**src/rtl/alu_seq_if.sv**
```systemverilog
// Decode-side handshake bundle for alu_seq: opcode/shamt in, registered ALU control
// and shifter step strobes out. dbg_state mirrors the FSM state for observation.
interface alu_seq_if #(
    parameter int OPW = 4,
    parameter int SHW = 4
);
    logic           valid_in;
    logic           ready_out;
    logic [OPW-1:0] opcode;
    logic [SHW-1:0] shamt;
    logic           valid_out;
    logic [2:0]     aluop;
    logic           step_en;
    logic           step_dir;
    logic           busy;
    logic           err_out;
    logic [1:0]     dbg_state;

    modport master (
        output valid_in, opcode, shamt,
        input  ready_out, valid_out, aluop, step_en, step_dir, busy, err_out, dbg_state
    );

    modport slave (
        input  valid_in, opcode, shamt,
        output ready_out, valid_out, aluop, step_en, step_dir, busy, err_out, dbg_state
    );
endinterface

```
**src/rtl/alu_seq.sv**
```systemverilog
// Registered opcode-to-aluop decoder with a one-bit-per-cycle shift sequencer.
// Define ALU_SEQ_ERR_EN to flag opcodes >= 16 (aluop 3'b000, sticky err_out).
module alu_seq #(
    parameter int OPW = 4,
    parameter int SHW = 4
) (
    input logic       clk,
    input logic       reset,
    alu_seq_if.slave  bus
);
    typedef enum logic [1:0] {
        IDLE  = 2'd0,
        SHIFT = 2'd1,
        OUT   = 2'd2
    } state_t;

    state_t         state;
    logic [SHW-1:0] cnt;
    logic [2:0]     aluop_q;
    logic           dir_q;
    logic           ready;
    logic           accept;
    logic           hi_nz;
    logic           is_shift;
    logic [2:0]     dec;

    // Handshake: an op transfers on a rising edge where valid_in && ready_out;
    // valid_in while ready_out is low is dropped, never queued.
    assign ready  = !reset && (state == IDLE || state == OUT);
    assign accept = bus.valid_in && ready;

    // Any set bit above bit 3 makes the opcode illegal.
    assign hi_nz    = (bus.opcode >> 4) != '0;
    assign is_shift = !hi_nz && (bus.opcode[3:1] == 3'b011);

    always_comb begin
        dec = 3'b010;
        if (!hi_nz) begin
            case (bus.opcode[3:0])
                4'b0001, 4'b1010, 4'b1011: dec = 3'b110;
                4'b0010:                   dec = 3'b000;
                4'b0011:                   dec = 3'b001;
                4'b1000:                   dec = 3'b111;
                4'b0110, 4'b0111:          dec = 3'b011;
                default:                   dec = 3'b010;
            endcase
        end
`ifdef ALU_SEQ_ERR_EN
        else begin
            dec = 3'b000;
        end
`endif
    end

`ifdef ALU_SEQ_ERR_EN
    logic err_q;
`endif

    always_ff @(posedge clk) begin
        if (reset) begin
            state   <= IDLE;
            cnt     <= '0;
            aluop_q <= 3'b010;
            dir_q   <= 1'b0;
`ifdef ALU_SEQ_ERR_EN
            err_q   <= 1'b0;
`endif
        end else begin
            case (state)
                IDLE, OUT: begin
                    if (accept) begin
                        aluop_q <= dec;
                        if (is_shift && bus.shamt != '0) begin
                            state <= SHIFT;
                            cnt   <= bus.shamt;
                            dir_q <= bus.opcode[0];
                        end else begin
                            state <= OUT;
                        end
`ifdef ALU_SEQ_ERR_EN
                        if (hi_nz) err_q <= 1'b1;
`endif
                    end else begin
                        state <= IDLE;
                    end
                end
                SHIFT: begin
                    // Count lands on zero exactly as the sequence exits; it never wraps.
                    cnt <= cnt - 1'b1;
                    if (cnt == SHW'(1)) state <= OUT;
                end
                default: state <= IDLE;
            endcase
        end
    end

    assign bus.ready_out = ready;
    assign bus.valid_out = (state == OUT);
    assign bus.aluop     = aluop_q;
    assign bus.step_en   = (state == SHIFT);
    assign bus.step_dir  = dir_q;
    assign bus.busy      = (state == SHIFT);
    assign bus.dbg_state = state;
`ifdef ALU_SEQ_ERR_EN
    assign bus.err_out   = err_q;
`else
    assign bus.err_out   = 1'b0;
`endif
endmodule
```
**src/flat_wrapper.sv**
```systemverilog
// flat-port wrapper written by rule: the top's interface ports become plain ports
module alu_seq_flat 
#(
    parameter int OPW = 4,
    parameter int SHW = 4
)
  (clk, reset, bus_valid_in, bus_opcode, bus_shamt, bus_ready_out, bus_valid_out, bus_aluop, bus_step_en, bus_step_dir, bus_busy, bus_err_out, bus_dbg_state);
  alu_seq_if #(.OPW(OPW), .SHW(SHW)) bus_i ();
  input logic clk;
  input logic reset;
  input wire logic [$bits(bus_i.valid_in)-1:0] bus_valid_in;
  input wire logic [$bits(bus_i.opcode)-1:0] bus_opcode;
  input wire logic [$bits(bus_i.shamt)-1:0] bus_shamt;
  output wire logic [$bits(bus_i.ready_out)-1:0] bus_ready_out;
  output wire logic [$bits(bus_i.valid_out)-1:0] bus_valid_out;
  output wire logic [$bits(bus_i.aluop)-1:0] bus_aluop;
  output wire logic [$bits(bus_i.step_en)-1:0] bus_step_en;
  output wire logic [$bits(bus_i.step_dir)-1:0] bus_step_dir;
  output wire logic [$bits(bus_i.busy)-1:0] bus_busy;
  output wire logic [$bits(bus_i.err_out)-1:0] bus_err_out;
  output wire logic [$bits(bus_i.dbg_state)-1:0] bus_dbg_state;
  assign bus_i.valid_in = bus_valid_in;
  assign bus_i.opcode = bus_opcode;
  assign bus_i.shamt = bus_shamt;
  assign bus_ready_out = bus_i.ready_out;
  assign bus_valid_out = bus_i.valid_out;
  assign bus_aluop = bus_i.aluop;
  assign bus_step_en = bus_i.step_en;
  assign bus_step_dir = bus_i.step_dir;
  assign bus_busy = bus_i.busy;
  assign bus_err_out = bus_i.err_out;
  assign bus_dbg_state = bus_i.dbg_state;
  alu_seq #(.OPW(OPW), .SHW(SHW)) u_core (.clk(clk), .reset(reset), .bus(bus_i));
endmodule
```
**config.mk**
```make
export PLATFORM = sky130hd
export DESIGN_NAME = alu_seq_flat
export DESIGN_NICKNAME = d
export VERILOG_FILES = /design/src/rtl/alu_seq_if.sv /design/src/rtl/alu_seq.sv /design/src/flat_wrapper.sv
export SDC_FILE = /design/constraint.sdc
export NUM_CORES = 1
export LEC_CHECK = 0
export BUFFER_PORTS_ARGS = -buffer_cell sky130_fd_sc_hd__buf_2
export CAP_MARGIN = 30
export CORE_UTILIZATION = 38
export CTS_CLUSTER_SIZE = 25
export DETAILED_ROUTE_END_ITERATION = 10
export PLACE_DENSITY = 0.74
export REMOVE_ABC_BUFFERS = 1
export SLEW_MARGIN = 15
export SYNTH_ARGS = -nofsm -noshare
export SYNTH_HDL_FRONTEND = slang
export SYNTH_SLANG_ARGS = --single-unit
export TNS_END_PERCENT = 10
```
**constraint.sdc**
```tcl
create_clock -name clk -period 5 [get_ports clk]
set_clock_uncertainty 0.2 [all_clocks]
set_input_delay 1.5 -clock clk [delete_from_list [all_inputs] [get_ports clk]]
set_output_delay 1.5 -clock clk [all_outputs]
set_load 0.05 [all_outputs]
```
==> flow_summary.toml <==
[run_status]
run_status = "completed"

[pwr]
p_leak_nw = 0.303
switching_share = 0.300
p_per_area_nw_per_um2 = 258
comb_power_share = 0.208
seq_power_share = 0.484
total_power_w = 0.000175
p_sw_w = 0.0000526
clkPwrFrac = 0.307
ir_worst_vdd_mv = 0.140
cellInternalPower_w = 0.000123

[job]
maxCapViolations = 0

[die]
die-area_um2 = 1690
fp.dieW_um = 41.2
core-area_um2 = 1370
die_h_um = 41.2
initial_utilization = 0.427
io_pins = 22
core.rowCount = 13

[grt]
antenna_found_initial = 0
grt_pass1_vias = 446
grt_usage = 0.168
grt_pass1_wl_mm = 1.86
grt_max_degree = 13
grt-ovfl-total = 0

[detailed_routing]
routed_wl_mm = 1.20
viasPerCell = 5.41
dr.pass1.iters = 2
vias = 546
drt_iter0_markers = 11
wl_per_cell_um = 11.8
post-route-drc-count = 0
drt.antenna.violating_nets = 0

[clocking]
clk_pin_slew_ns = 0.06
cts_tree = "yes"
clockBufferDepth = 2
clockRootBuffer = "clkbuf_4"
cts.htree.levels = 1
cts_setup_buffers = 0
cts_buffers = 3
cts-resized-gates = 0
hold_buffers = 0
clock_latency_ns = 0.26
cts.sinks = 10

[finish]
synthToLayoutAreaGrowth_pct = 16.5
antenna_cells = 0
layout-drive-gt1-share = 0.326
fin_area_um2 = 679
fin_nets = 101

[critical_path]
endpoint_kind = "primary output"
path_max_fanout = 12
slowest_stage = "buf_2"
crit_chain = "buf_2 > nor2_1 > buf_2"
r2r_slack_ns = 3.02
start_kind = "input port"
reg2reg_from = "u_core.bus.dbg_state[0]$_SDFFE_PP0P_"
reg2reg_to = "u_core.cnt[3]$_SDFFE_PP0P_"
critPathKind = "in -> out"
slowest_delay_ns = 0.26
crit_required_ns = 3.30
cp.arrival_ns = 2.02
critical_path.most_common_cell = "buf_2"
r2r_cells = 4

[synth]
synth_edf_count = 0
synth_seq_cells = 10
async_flop_share = 0
yosysWarnings = 0
synth_area_leaders = "dfxtp_1, nor2_1, a21oi_1, ha_1, a211oi_1"
yosysTopAreaCellShare = 0.343
synth_top_area_cell = "dfxtp_1"
synth_seq_area_share = 0.343
synth_cell_type_count = 30
synth_common_cells = "dfxtp_1, nor2_1, a21oi_1"
ys_dominant_reg_cell = "dfxtp_1"
syn_avg_cell_area_um2 = 8.57
netlist_instances = 68
synth_area_um2 = 583
yosysMostFrequentCell = "dfxtp_1"

[sta]
final-hold-violation-count = 0
finalSetupTns_ns = 0
min_period_over_period = 0.744
slew_violations = 0
setup_viol = 0
layout_setup_ws_ns = 1.28
rsz0062_at_grt = "false"
fin_crit_ns = 3.72
fmax_ghz = 0.269

[hold_path]
hold_start = "u_core.bus.aluop[2]$_SDFFE_PP0P_"
holdPathStages = 2
hold_path.class = "reg -> reg"
min_to = "u_core.bus.aluop[2]$_SDFFE_PP0P_"

[place]
place_ws_ns = 1.28
port_buffers = 20
detailed_place_hpwl_um = 921
dpl-instance-area_um2 = 657
place_congestion = 0.677
==> flip-flops by register name (all words and copies together), names as in the netlist <==
register / flops
u_core.bus.step_dir: 1
u_core.bus.aluop: 3
u_core.bus.dbg_state: 2
u_core.cnt: 4
==> per-layer routing <==
metal / vias to the layer above / track usage / part of all wire
met1: 248 / 0.229 / 0.48
li1: 275 / - / -
met2: 20 / 0.242 / 0.44
met5: - / 0 / 0
met3: 3 / 0.0326 / 0.059
met4: 0 / 0.0968 / 0.016
==> worst max-delay path: cells and delay by family <==
| family | cells | cell delay [ns] |
|---|---|---|
| buffers and inverters | 2 | 0.42 |
| AND/OR/NAND/NOR | 1 | 0.09 |
==> power groups by stage <==
stage | Sequential, W | Clock, W | Combinational [W]
after floorplan | 0.0000926 | 0 | 0.0000185
after global placement | 0.0000865 | 0 | 0.0000358
after detailed placement | 0.0000866 | 0 | 0.0000365
after CTS | 0.0000849 | 0.0000551 | 0.0000367
after global routing | 0.0000852 | 0.0000579 | 0.0000398
final | 0.0000849 | 0.0000538 | 0.0000365
==> cells by family after synthesis <==
family                   synth area share
AO/OA/AOI/OAI                       0.195
XOR/XNOR                           0.0300
adder cells (fa/ha/maj)            0.0429
buffers and inverters              0.0966
flip-flops                          0.343
multiplexers                       0.0172
other                             0.00643
AND/OR/NAND/NOR                     0.268
==> placed cells by master, fill, tap and decap left out, types with 2 or more instances in the layout <==
| cell type | instances |
|---|---|
| a21oi_1 | 5 |
| nor3_1 | 2 |
| ha_1 | 2 |
| dfxtp_1 | 10 |
| nor2_1 | 8 |
| a211oi_1 | 3 |
| o21ai_0 | 2 |
| inv_1 | 3 |
| clkbuf_4 | 3 |
| nand3b_1 | 3 |
| nand2_1 | 4 |
| nor2b_1 | 2 |
| buf_2 | 20 |
| xnor2_1 | 2 |
| nand2b_1 | 2 |
==> worst max-delay path by stage <==
stage               startpoint             to
detailed placement       reset  bus_ready_out
floorplan                reset  bus_ready_out
global placement         reset  bus_ready_out
global route             reset  bus_ready_out
CTS                      reset  bus_ready_out
finish                   reset  bus_ready_out
==> layout make-up <==
class,instances,area (um2)
multi-input combinational,50,327
fill,154,687
sequential,10,200
clock buffer,3,22.5
timing repair buffer,20,100
tap,15,18.8
inverter,3,11.3
==> metrics by stage <==
step                      std cells  hold WS, ns   util
after global placement           98        0.276  0.481
after floorplan                  63        0.278      -
final                           101        0.287  0.497
after CTS                       101        0.288  0.497
after global routing            101        0.310  0.497
after detailed placement         98        0.276  0.481
No activity file was read; power rests on OpenSTA's default activity.
